## src/rtl/sevenseg_pkg.sv

```systemverilog
// Shared types and sizing helpers for the seven-segment scan controller.
package sevenseg_pkg;

  typedef enum logic [0:0] {
    IDLE = 1'b0,
    SCAN = 1'b1
  } scan_state_t;

  localparam int DIGIT_W = 4;

  function automatic int idx_w(input int n);
    return (n <= 1) ? 1 : $clog2(n);
  endfunction

endpackage

```

## src/rtl/scan_prescaler.sv

```systemverilog
// Refresh-slot prescaler: counts 0..REFRESH_DIV-1 while run is high, cleared otherwise.
module scan_prescaler
  import sevenseg_pkg::*;
#(
  parameter int REFRESH_DIV = 50000
) (
  input  logic clk,
  input  logic reset,
  input  logic run,
  output logic tc
);

  localparam int CW = (REFRESH_DIV <= 2) ? 1 : $clog2(REFRESH_DIV);
  localparam logic [CW-1:0] LAST_CNT = CW'(REFRESH_DIV - 1);

  logic [CW-1:0] count_r;

  // Slot counter, wrapping at the terminal count.
  always_ff @(posedge clk) begin
    if (reset) begin
      count_r <= {CW{1'b0}};
    end else if (!run) begin
      count_r <= {CW{1'b0}};
    end else if (count_r == LAST_CNT) begin
      count_r <= {CW{1'b0}};
    end else begin
      count_r <= count_r + {{(CW-1){1'b0}}, 1'b1};
    end
  end

  assign tc = run && (count_r == LAST_CNT);

endmodule

```

## src/rtl/sevenseg_scan_ctrl.sv

```systemverilog
// Multiplexed hex display scanner with double-buffered value and leading-zero blanking.
module sevenseg_scan_ctrl
  import sevenseg_pkg::*;
#(
  parameter int NUM_DIGITS    = 4,
  parameter int REFRESH_DIV   = 50000,
  parameter int BLANK_LEADING = 1
) (
  input  logic                          clk,
  input  logic                          reset,
  input  logic                          enable,
  input  logic                          load,
  input  logic [DIGIT_W*NUM_DIGITS-1:0] value_in,
  input  logic [NUM_DIGITS-1:0]         dp_in,
  output logic [DIGIT_W-1:0]            binaryout,
  output logic                          decout,
  output logic [NUM_DIGITS-1:0]         digit_en,
  output logic                          frame_done
);

  localparam int IW = idx_w(NUM_DIGITS);
  localparam int VW = DIGIT_W * NUM_DIGITS;
  localparam logic [IW-1:0] LAST_IDX = IW'(NUM_DIGITS - 1);

  scan_state_t           state_r;
  logic [IW-1:0]         idx_r;
  logic [VW-1:0]         pend_val_r;
  logic [NUM_DIGITS-1:0] pend_dp_r;
  logic                  pend_valid_r;
  logic [VW-1:0]         disp_val_r;
  logic [NUM_DIGITS-1:0] disp_dp_r;

  logic                  run_s;
  logic                  tc_s;
  logic                  boundary_s;
  logic                  blank_s;
  logic [VW-1:0]         upper_val_s;
  logic [NUM_DIGITS-1:0] upper_dp_s;
  logic [NUM_DIGITS-1:0] onehot_s;

  assign run_s      = (state_r == SCAN) && enable;
  assign boundary_s = tc_s && (idx_r == LAST_IDX);
  assign onehot_s   = {{(NUM_DIGITS-1){1'b0}}, 1'b1} << idx_r;

  scan_prescaler #(
    .REFRESH_DIV(REFRESH_DIV)
  ) u_prescaler (
    .clk  (clk),
    .reset(reset),
    .run  (run_s),
    .tc   (tc_s)
  );

  // A digit is a leading zero when it and every more-significant digit and dp are clear.
  always_comb begin
    upper_val_s = disp_val_r >> {idx_r, 2'b00};
    upper_dp_s  = disp_dp_r >> idx_r;
    if ((BLANK_LEADING != 0) && (idx_r != {IW{1'b0}}) &&
        (upper_val_s == {VW{1'b0}}) && (upper_dp_s == {NUM_DIGITS{1'b0}})) begin
      blank_s = 1'b1;
    end else begin
      blank_s = 1'b0;
    end
  end

  // Scan FSM, buffers and registered display outputs.
  always_ff @(posedge clk) begin
    if (reset) begin
      state_r      <= IDLE;
      idx_r        <= {IW{1'b0}};
      pend_val_r   <= {VW{1'b0}};
      pend_dp_r    <= {NUM_DIGITS{1'b0}};
      pend_valid_r <= 1'b0;
      disp_val_r   <= {VW{1'b0}};
      disp_dp_r    <= {NUM_DIGITS{1'b0}};
      binaryout    <= {DIGIT_W{1'b0}};
      decout       <= 1'b0;
      digit_en     <= {NUM_DIGITS{1'b0}};
      frame_done   <= 1'b0;
    end else begin
      frame_done <= 1'b0;
      case (state_r)
        IDLE: begin
          idx_r     <= {IW{1'b0}};
          binaryout <= {DIGIT_W{1'b0}};
          decout    <= 1'b0;
          digit_en  <= {NUM_DIGITS{1'b0}};
          if (enable) begin
            state_r <= SCAN;
            if (pend_valid_r) begin
              disp_val_r   <= pend_val_r;
              disp_dp_r    <= pend_dp_r;
              pend_valid_r <= 1'b0;
            end
          end else begin
            state_r <= IDLE;
          end
        end
        SCAN: begin
          if (!enable) begin
            state_r   <= IDLE;
            idx_r     <= {IW{1'b0}};
            binaryout <= {DIGIT_W{1'b0}};
            decout    <= 1'b0;
            digit_en  <= {NUM_DIGITS{1'b0}};
          end else begin
            state_r <= SCAN;
            if (tc_s) begin
              idx_r <= (idx_r == LAST_IDX) ? {IW{1'b0}} : idx_r + {{(IW-1){1'b0}}, 1'b1};
            end
            if (boundary_s) begin
              frame_done <= 1'b1;
              if (pend_valid_r) begin
                disp_val_r   <= pend_val_r;
                disp_dp_r    <= pend_dp_r;
                pend_valid_r <= 1'b0;
              end
            end
            if (blank_s) begin
              binaryout <= {DIGIT_W{1'b0}};
              decout    <= 1'b0;
              digit_en  <= {NUM_DIGITS{1'b0}};
            end else begin
              binaryout <= disp_val_r[idx_r*DIGIT_W +: DIGIT_W];
              decout    <= disp_dp_r[idx_r];
              digit_en  <= onehot_s;
            end
          end
        end
        default: begin
          state_r  <= IDLE;
          idx_r    <= {IW{1'b0}};
          digit_en <= {NUM_DIGITS{1'b0}};
        end
      endcase
      // A load overrides any clear above, so a boundary-cycle load waits a frame.
      if (load) begin
        pend_val_r   <= value_in;
        pend_dp_r    <= dp_in;
        pend_valid_r <= 1'b1;
      end
    end
  end

endmodule

```

## config.mk

```make
export PLATFORM = sky130hd
export DESIGN_NAME = sevenseg_scan_ctrl
export DESIGN_NICKNAME = d
export VERILOG_FILES = /design/src/rtl/sevenseg_pkg.sv /design/src/rtl/scan_prescaler.sv /design/src/rtl/sevenseg_scan_ctrl.sv
export SDC_FILE = /design/constraint.sdc
export NUM_CORES = 1
export LEC_CHECK = 0
export CAP_MARGIN = 20
export CORE_ASPECT_RATIO = 1.2
export CORE_MARGIN = 4
export CORE_UTILIZATION = 65
export CTS_BUF_LIST = sky130_fd_sc_hd__clkbuf_4
export CTS_CLUSTER_SIZE = 20
export DETAILED_ROUTE_END_ITERATION = 16
export DONT_BUFFER_PORTS = 1
export PLACE_DENSITY = 0.8
export SLEW_MARGIN = 15
export SYNTH_ARGS = -nofsm -noshare
export SYNTH_HDL_FRONTEND = slang
export SYNTH_HIERARCHICAL = 1
export SYNTH_SLANG_ARGS = --single-unit
```

## constraint.sdc

```tcl
create_clock -name clk -period 5 [get_ports clk]
set_input_delay 1 -clock clk [delete_from_list [all_inputs] [get_ports clk]]
set_output_delay 1 -clock clk [all_outputs]
set_load 0.01 [all_outputs]
```

==> results of run 1 <==
per-layer routing:
metal	track usage [%]	vias up	part of all wire (%)
met4	10.1	0	1.7
met2	31.4	36	48
met5	0	-	0
met1	26.4	842	45
li1	-	949	-
met3	5.59	7	4.7
cells in the mapped netlist, drive strengths merged, types with 2 or more instances:
master,count,share of area [%]
nor3,8,1.4
nor4,9,2.7
nand3,6,1.1
nor2,64,8.6
nand2,4,0.53
a2111oi,2,0.70
or4,2,0.53
mux2i,41,14
inv,9,1.2
clkbuf,8,1.1
ha,3,1.3
and2,2,0.48
xnor2,13,4.0
mux4,5,4.2
nand2b,2,0.44
a21oi,2,0.35
or4bb,2,0.79
buf,8,2.3
dfxtp,70,49
nor2b,6,1.3
nand4,4,0.88
logic make-up after synthesis:
family	share of synthesized area, %
fa+ha+maj	1.32
buf+inv	4.54
compound gates	2.34
mux	18.7
xor+xnor	4.32
simple gates	19.5
flops	49.3
final cells by class:
class | count | area [um^2]
Clock buffer | 9 | 67.6
Fill cell | 327 | 1320
Timing Repair Buffer | 1 | 7.51
Clock inverter | 4 | 17.5
Inverter | 9 | 33.8
Tap cell | 56 | 70.1
Sequential cell | 70 | 1400
Multi-Input combinational cell | 182 | 1310
registers in the layout (all words and copies together), names as in the netlist, 2 cells and up:
name	count
disp_val_r	16
pend_val_r	16
u_prescaler/count_r	16
binaryout	4
digit_en	4
disp_dp_r	4
pend_dp_r	4
idx_r	2
power by group through the flow:
stage	sequential (mW)	clock, mW	combinational [mW]
final	0.579	0.258	0.0356
after CTS	0.580	0.271	0.0358
after detailed placement	0.593	0	0.0356
after floorplan	0.589	0	0.0413
after global routing	0.582	0.300	0.0405
after global placement	0.592	0	0.0344
worst min-delay path by stage:
stage | startpoint | endpoint | slack (ns) | depth (start not counted)
after global routing | u_prescaler/count_r[0]$_SDFF_PP0_ | u_prescaler/count_r[0]$_SDFF_PP0_ | 0.52 | 1
after floorplan | u_prescaler/count_r[0]$_SDFF_PP0_ | u_prescaler/count_r[0]$_SDFF_PP0_ | 0.44 | 1
after CTS | u_prescaler/count_r[0]$_SDFF_PP0_ | u_prescaler/count_r[0]$_SDFF_PP0_ | 0.49 | 1
final | u_prescaler/count_r[0]$_SDFF_PP0_ | u_prescaler/count_r[0]$_SDFF_PP0_ | 0.48 | 1
after global placement | u_prescaler/count_r[0]$_SDFF_PP0_ | u_prescaler/count_r[0]$_SDFF_PP0_ | 0.46 | 1
after detailed placement | u_prescaler/count_r[0]$_SDFF_PP0_ | u_prescaler/count_r[0]$_SDFF_PP0_ | 0.46 | 1
stage by stage:
step	utilization [%]	worst slack, ns
final	68.8	2.68
after global routing	68.8	2.41
after floorplan	-	2.80
after detailed placement	66.7	2.66
after global placement	66.7	2.70
after CTS	68.8	2.67
critical path: stages, from the launching register on:
cell	delay [ns]
dfxtp_1	0.40
ha_1	0.20
nand3_1	0.27
nor4_2	0.39
and2_2	0.23
a21bo_1	0.13
nand3_1	0.09
buf_4	0.24
mux2i_1	0.18
nor2_1	0.06
==> results.txt, run 1 <==
number of synthesized flops with an enable pin: 0
Final Max Slew Viols: 0
register area share after synthesis: 49.3%
I/O pin total: 34
I/O Buffers: 0
H-tree depth: 3
GR Overflow Total: 0
Netlist cell types: 36
area grow syn2layout: 2.38%
# hold bufs at CTS: 0
FF-to-FF Start: u_prescaler/count_r[0]$_SDFF_PP0_
most frequent cells in the layout: dfxtp_1 (70), nor2_1 (62), mux2i_1 (41)
Leak: 1.17 nW
crit path kind: reg -> reg
CORE AREA: 0.00423 mm^2
r2r worst-path depth: 9
Clock power frac: 29.5%
gate count of the mapped netlist: 277
DRC: 0
GP Congestion: 0.831
Clock Path Buffers: 2
Mapped Nets: 304
TritonCTS buffer count: 9
final setup vio count: 0
Tot Pwr: 873 uW
dpl hpwl: 3330 um
Placed Area: 0.00282 mm^2
crit path DAT: 2.61 ns
Die Ht: 80.4 um
worst path required time: 5.28 ns
Syn. warnings: 6
Pwr per Cell Area: 300 mW/mm^2
Mapped Avg Cell Area: 10.3 um^2
Hold Fails Final Rpt: 0
Final nets: 300
Fin Hold WS: 0.484 ns
reg2reg setup slack: 2.68 ns
Layout Cells excl Fill: 331
Post-Layout Inst Area: 0.00291 mm^2
vias per inst: 5.54
Die Wd: 68.3 um
RSZ-0062 raised after global routing: false
Switching Share: 22.1%
Crit. End Element: flop
max-cap violations: 0
Hold Path Class: reg -> reg
part of the cycle the worst path needs: 46.5%
CTS root buf: clkbuf_4
site row count: 26
# resized after CTS: 0
Fmax achieved: 0.431 GHz
DR iter-0 viols: 191
combinational power share: 4.1%
CP startpoint: u_prescaler/count_r[0]$_SDFF_PP0_
max_slew headroom: 61.3%
outcome: finished, final reports clean
global-route wire length before repair: 8430 um
Worst Max-Slew Pin Slew: 0.580 ns
DRT Pass-1 Iters: 4
Flop pwr share: 66.4%
minimum clock period: 2.32 ns
vias in the first global route: 1833
clk sinks: 70
Worst Path Max Fanout: 20
CTS tree: done
top_reg_cell synth: dfxtp_1
clk_lat worst skew: 0.39 ns
Setup Skew: 0.00998 ns
antenna violations before repair: 0
routed wire length: 4680 um
DIE AREA: 0.00550 mm^2
Initial Util: 67.2%
internal power: 680 uW
n_diodes: 0
clock slew at reported path FFs: 0.10 ns
maximum vdd drop: 0.202 mV
Post-DRT Antenna Nets: 0
layout cells sized above 1: 7.27%
Setup crit end: disp_val_r[4]$_SDFFE_PP0P_
mapped cell area: 0.00284 mm^2
postcts setup bufs: 0
placed instance count: 318
Startpoint Class: flop
most common cell after layout, fill and taps aside: dfxtp_1
Sw Pwr: 193 uW
fraction of registers with async set/reset: 0%
Yosys reg bits: 70
largest net degree at the start of global routing: 45
routed vias: 1834
gr usage total: 20.6%
reg2reg end: disp_val_r[4]$_SDFFE_PP0P_
DR WL/cell: 14.2 um
setup TNS: 0 ns
(Power assumes the default switching activity.)
==> inputs of run 2 (changes only) <==
--- a/config.mk
+++ b/config.mk
@@ -8,12 +8,12 @@
 export CAP_MARGIN = 20
 export CORE_ASPECT_RATIO = 1.2
 export CORE_MARGIN = 4
-export CORE_UTILIZATION = 65
+export CORE_UTILIZATION = 59
 export CTS_BUF_LIST = sky130_fd_sc_hd__clkbuf_4
 export CTS_CLUSTER_SIZE = 20
 export DETAILED_ROUTE_END_ITERATION = 16
 export DONT_BUFFER_PORTS = 1
-export PLACE_DENSITY = 0.8
+export PLACE_DENSITY = 0.77
 export SLEW_MARGIN = 15
 export SYNTH_ARGS = -nofsm -noshare
 export SYNTH_HDL_FRONTEND = slang
==> constraint.sdc (replaced) <==
create_clock -name clk -period 2.1 [get_ports clk]
set_input_delay 0.42 -clock clk [delete_from_list [all_inputs] [get_ports clk]]
set_output_delay 0.42 -clock clk [all_outputs]
set_load 0.01 [all_outputs]
==> run 2 against run 1 <==
Net effect: the flow now finishes with violations (negative setup slack); global-route usage down 1.8 points; cell count rose by 6.6%; first-iteration DRC count down 37%; sequential power is 140% higher; utilization shrank 0.93 points; critical path depth down 1; die area is 9.0% higher; fmax is 11% higher; setup slack got worse by 2.7 ns; non-clock buffer count increased by 19; sequential share of layout area is 3.5 points lower; critical endpoint is now disp_dp_r[3]$_SDFFE_PP0P_; largest power group unchanged.
==> results.txt, run 2 (synthesis results as in run 1) <==
Worst Max-Slew Pin Slew: 0.409 ns (-0.171 ns)
Buf/Inv on CP: 1 (unchanged)
Critical Path Max Stage Delay: 0.56 ns (+0.16 ns)
hold wc startpoint: reset
Initial Util: 61.4% (-5.8 points)
CTS root buf: clkbuf_4
crit-path cells: or4bb_4 > nor4_4 > and2_4 > a21bo_4 > nand3_4 > buf_16 > mux2i_2 > nor2_1
# hold bufs at CTS: 0 (unchanged)
Pwr per Cell Area: 684 mW/mm^2 (+130%)
site row count: 27 (+3.8%)
largest net degree at the start of global routing: 45 (unchanged)
clk sinks: 70 (unchanged)
global-route wire length before repair: 8860 um (+5.1%)
Fmax achieved: 0.476 GHz (+11%)
Leak: 1.30 nW (+11%)
area grow syn2layout: 10.5%
most frequent cells in the layout: dfxtp_1 (68), nor2_1 (62), mux2i_1 (39)
max_slew headroom: 72.7% (+11 points)
Clock Path Buffers: 2 (unchanged)
crit path DAT: 2.40 ns (-0.21 ns)
final worst slack: -0.000996 ns (-2.68 ns)
Crit. End Element: flop
CTS tree: done
clock slew at reported path FFs: 0.11 ns (about the same)
CP startpoint: u_prescaler/count_r[11]$_SDFF_PP0_
Final Max Slew Viols: 0 (unchanged)
Post-DRT Antenna Nets: 0 (unchanged)
H-tree depth: 3 (unchanged)
final setup vio count: 2 (+2)
worst path required time: 2.40 ns (-2.88 ns)
crit path kind: reg -> reg
I/O Buffers: 0 (unchanged)
Hold Path Class: in -> reg
Slowest cell on crit path: or4bb_4
worst hold stages: 1 (unchanged)
Worst Path Max Fanout: 10 (-50%)
Worst Hold Endpoint: pend_valid_r$_SDFFE_PP0P_
gr usage total: 18.8% (-1.8 points)
routed vias: 1914 (+4.4%)
routed wire length: 5090 um (+8.7%)
failing checks: negative setup slack
GR Overflow Total: 0 (unchanged)
vias in the first global route: 1904 (+3.9%)
antenna violations before repair: 0 (unchanged)
dpl hpwl: 3570 um (+7.1%)
CORE AREA: 0.00463 mm^2 (+9.4%)
postcts setup bufs: 0 (unchanged)
Die Wd: 71.3 um (+4.4%)
minimum clock period: 2.10 ns (-0.222 ns)
DRT Pass-1 Iters: 4 (unchanged)
Layout Cells excl Fill: 353 (+6.6%)
Setup Skew: 0.0154 ns (+0.00546 ns)
reg2reg end: disp_dp_r[3]$_SDFFE_PP0P_
I/O pin total: 34 (unchanged)
Startpoint Class: flop
filler cell count in the final layout: 349 (+6.7%)
max-cap violations: 0 (unchanged)
DRC: 0 (unchanged)
DIE AREA: 0.00599 mm^2 (+9.0%)
part of the cycle the worst path needs: 100% (+54 points)
GP Congestion: 0.796 (-4.3%)
Tot Pwr: 2.15 mW (+150%)
Fin Hold WS: 0.0822 ns (-0.402 ns)
maximum vdd drop: 0.581 mV (+190%)
reg2reg setup slack: -0.001 ns (-2.68 ns)
TritonCTS buffer count: 9 (unchanged)
r2r worst-path depth: 8 (-1)
placed instance count: 338 (+6.3%)
RSZ-0062 raised after global routing: true
largest registers: disp_val_r (16), pend_val_r (16), u_prescaler/count_r (16)
DR WL/cell: 14.4 um (+1.9%)
Hold Fails Final Rpt: 0 (unchanged)
n_diodes: 0 (unchanged)
FF-to-FF Start: u_prescaler/count_r[11]$_SDFF_PP0_
DR iter-0 viols: 120 (-37%)
most common cell after layout, fill and taps aside: dfxtp_1
family with the most delay on the worst path: simple AND/OR/NAND/NOR gates
layout cells sized above 1: 16.3% (+9.0 points)
Die Ht: 84.0 um (+4.5%)
Final nets: 319 (+6.3%)
outcome: complete, but fails checks
pre-CTS setup slack: -0.0130 ns (-2.67 ns)
vias per inst: 5.42 (-2.1%)
clk_lat worst skew: 0.39 ns (about the same)
## run 2: cell types whose count changed in the layout (fill, tap and decap cells not counted), sizes merged
cell and delta:
clkbuf +2, clkinv -1, buf +19
## run 2: layout make-up
type	count	area [um^2]	share of cell area, %
Clock buffer	11	82.6	2.63
Timing Repair Buffer	20	183	5.82
Tap cell	58	72.6	2.31
Clock inverter	3	13.8	0.438
Inverter	9	33.8	1.08
Sequential cell	70	1400	44.7
Multi-Input combinational cell	182	1350	43.0
## run 2: how the worst max path moves through the flow
stage	slack, ns	cells after the start	end
after floorplan	0.06	8	disp_dp_r[0]$_SDFFE_PP0P_
after global placement	0.07	8	disp_val_r[11]$_SDFFE_PP0P_
after detailed placement	-0.01	8	disp_val_r[4]$_SDFFE_PP0P_
after CTS	-0.006	8	disp_val_r[4]$_SDFFE_PP0P_
after global routing	-0.11	8	disp_val_r[12]$_SDFFE_PP0P_
final	-0.001	8	disp_dp_r[3]$_SDFFE_PP0P_
## run 2: timing repair
item | CTS | global route
pin swaps | 3 | 2
cloned | 1 | 0
gates resized for setup | 5 | 6
endpoints found under the setup margin | 11 | 22
## run 2: report_power, final
part | switching (mW) | internal (mW)
sequential | 0.0208 | 1.36
combinational | 0.0413 | 0.0583
clock | 0.416 | 0.251
## run 2: routing by layer
| metal | track usage, % | vias up | share of wire, % |
|---|---|---|---|
| met5 | 0 | - | 0 |
| met4 | 7.69 | 0 | 1.4 |
| li1 | - | 984 | - |
| met2 | 29.0 | 45 | 47 |
| met1 | 23.1 | 878 | 46 |
| met3 | 7.71 | 7 | 5.4 |
## run 2: metrics by stage
stage,utilization [%],TNS [ns],cell area [um^2]
2_1_floorplan,-,0,2840
3_3_place_gp,64.2,0,2970
3_5_place_dp,64.2,-0.0130,2970
4_1_cts,67.3,-0.00602,3120
5_1_grt,67.8,-1.48,3140
6_report,67.8,-0.00113,3140
==> inputs of run 3 (changes only) <==
--- a/config.mk
+++ b/config.mk
@@ -6,7 +6,6 @@
 export NUM_CORES = 1
 export LEC_CHECK = 0
 export CAP_MARGIN = 20
-export CORE_ASPECT_RATIO = 1.2
 export CORE_MARGIN = 4
 export CORE_UTILIZATION = 59
 export CTS_BUF_LIST = sky130_fd_sc_hd__clkbuf_4
==> run 3 against run 2 <==
Net effect: the run now ends clean; largest power group unchanged; largest cell class unchanged; critical endpoint is now disp_val_r[10]$_SDFFE_PP0P_; global-route usage rose by 0.43 points; via count rose by 2.3%; non-clock buffer count fell by 4; first-iteration DRC count fell by 38%; register-to-register slack barely moved; highest routed layer unchanged; sequential power barely moved.
==> results.txt, run 3 (synthesis results as in run 1) <==
outcome: finished, final reports clean
CTS tree: done
Initial Util: 63.1% (+1.7 points)
Fmax achieved: 0.478 GHz (+0.36%)
Clock Path Buffers: 2 (unchanged)
I/O Buffers: 0 (unchanged)
family with the most delay on the worst path: simple AND/OR/NAND/NOR gates
largest net degree at the start of global routing: 45 (unchanged)
Worst Max-Slew Pin Slew: 0.428 ns (+0.0182 ns)
GP Congestion: 0.820 (+3.1%)
H-tree depth: 3 (unchanged)
placed instance count: 328 (-3.0%)
max-cap violations: 0 (unchanged)
DRT Pass-1 Iters: 4 (unchanged)
Worst Path Max Fanout: 10 (unchanged)
routed vias: 1958 (+2.3%)
most frequent cells in the layout: dfxtp_1 (67), nor2_1 (62), mux2i_1 (39)
Critical Path Max Stage Delay: 0.54 ns (-0.02 ns)
most common cell after layout, fill and taps aside: dfxtp_1
DR WL/cell: 15.3 um (+6.3%)
n_diodes: 0 (unchanged)
Post-Layout Inst Area: 0.00311 mm^2 (-1.0%)
I/O pin total: 34 (unchanged)
internal power: 1.67 mW (-0.16%)
layout cells sized above 1: 15.1% (-1.2 points)
maximum vdd drop: 0.410 mV (-29%)
global-route wire length before repair: 9150 um (+3.3%)
TritonCTS buffer count: 9 (unchanged)
crit path kind: reg -> reg
crit path DAT: 2.40 ns (about the same)
Final nets: 315 (-1.3%)
DIE AREA: 0.00599 mm^2 (about the same)
Pwr per Cell Area: 692 mW/mm^2 (+1.2%)
worst path required time: 2.41 ns (about the same)
Die Ht: 77.4 um (-7.9%)
Die Wd: 77.4 um (+8.5%)
# hold bufs at CTS: 0 (unchanged)
Final Max Slew Viols: 0 (unchanged)
Startpoint Class: flop
Layout Cells excl Fill: 344 (-2.5%)
Leak: 1.28 nW (-1.5%)
minimum clock period: 2.09 ns (-0.00751 ns)
Post-DRT Antenna Nets: 0 (unchanged)
clock slew at reported path FFs: 0.11 ns (about the same)
Slowest cell on crit path: or4b_4
antenna violations before repair: 0 (unchanged)
clk_lat worst skew: 0.41 ns (+0.02 ns)
routed wire length: 5270 um (+3.6%)
DR iter-0 viols: 75 (-38%)
gr usage total: 19.2% (+0.43 points)
largest registers: disp_val_r (16), pend_val_r (16), u_prescaler/count_r (16)
postcts setup bufs: 0 (unchanged)
Switching Share: 22.5% (+0.24 points)
area grow syn2layout: 9.43%
crit-path cells: or4b_4 > nor4_4 > and2_4 > a21bo_4 > nand3_4 > buf_16 > mux2i_2 > nor2_1
vias per inst: 5.69 (+5.0%)
Crit. End Element: flop
Clock power frac: 31.2% (about the same)
CTS root buf: clkbuf_4
final setup vio count: 0 (-2)
combinational power share: 4.5% (about the same)
Setup Skew: 0.0131 ns (-0.00238 ns)
RSZ-0062 raised after global routing: true
Buf/Inv on CP: 1 (unchanged)
part of the cycle the worst path needs: 99.7% (-0.36 points)
GR Overflow Total: 0 (unchanged)
Placed Area: 0.00294 mm^2 (-1.3%)
site row count: 24 (-11%)
vias in the first global route: 1952 (+2.5%)
max_slew headroom: 71.5% (-1.2 points)
Hold Fails Final Rpt: 0 (unchanged)
Sw Pwr: 484 uW (+1.2%)
dpl hpwl: 3570 um (+0.26%)
Flop pwr share: 64.2% (about the same)
clk sinks: 70 (unchanged)
CORE AREA: 0.00450 mm^2 (-2.7%)
Hold Path Class: in -> reg
DRC: 0 (unchanged)
[run 3: cell types whose count changed in the layout (fill, tap and decap cells not counted), sizes merged]
| cell | before | now |
|---|---|---|
| clkinv | 3 | 4 |
| buf | 20 | 16 |
[run 3: area by class of cell]
| class | count | area, um^2 |
|---|---|---|
| Clock buffer | 11 | 82.6 |
| Clock inverter | 4 | 15.0 |
| Fill cell | 341 | 1400 |
| Inverter | 9 | 33.8 |
| Multi-Input combinational cell | 182 | 1350 |
| Sequential cell | 70 | 1410 |
| Tap cell | 52 | 65.1 |
| Timing Repair Buffer | 16 | 153 |
[run 3: final timing paths]
path | slack [ns] | depth (start not counted) | to | from
setup / recovery | 0.007 | 8 | disp_val_r[10]$_SDFFE_PP0P_ | u_prescaler/count_r[10]$_SDFF_PP0_
hold / removal | 0.06 | 1 | disp_val_r[15]$_SDFFE_PP0P_ | reset
setup reg to reg | 0.007 | 8 | disp_val_r[10]$_SDFFE_PP0P_ | u_prescaler/count_r[10]$_SDFF_PP0_
hold reg to reg | 0.50 | 2 | disp_val_r[8]$_SDFFE_PP0P_ | pend_val_r[8]$_SDFFE_PP0P_
[run 3: power groups by stage]
stage | registers, mW | logic (mW) | clock network, mW
final | 1.38 | 0.0977 | 0.671
after global routing | 1.39 | 0.108 | 0.762
after CTS | 1.38 | 0.0970 | 0.691
after detailed placement | 1.41 | 0.0880 | 0
after global placement | 1.41 | 0.0852 | 0
after floorplan | 1.40 | 0.0983 | 0
[run 3: layer usage]
| metal | wire length [um] | global-route usage [%] | up-vias |
|---|---|---|---|
| met5 | 0 | 0 | - |
| met4 | 126 | 10.1 | 0 |
| met3 | 367 | 6.83 | 14 |
| met2 | 2270 | 28.5 | 61 |
| met1 | 2510 | 24.7 | 906 |
| li1 | - | - | 977 |
[run 3: metrics by stage]
| step | power (mW) | setup slack (ns) | utilization [%] | hold slack, ns | TNS (ns) |
|---|---|---|---|---|---|
| 6_report | 2.15 | 0.00652 | 69.0 | 0.0636 | 0 |
| 4_1_cts | 2.17 | 0.00881 | 68.4 | 0.0543 | 0 |
| 3_3_place_gp | 1.50 | 0.0639 | 65.2 | 0.457 | 0 |
| 2_1_floorplan | 1.50 | 0.0603 | - | 0.439 | 0 |
| 5_1_grt | 2.26 | -0.116 | 69.0 | 0.0373 | -1.39 |
| 3_5_place_dp | 1.50 | -0.00820 | 65.2 | 0.481 | -0.00820 |
[run 3: repair_timing]
action / in CTS / in global routing
gates resized for setup: 7 / 6
pin swaps: 4 / 2
endpoints found under the setup margin: 7 / 20
cloned: 1 / 0
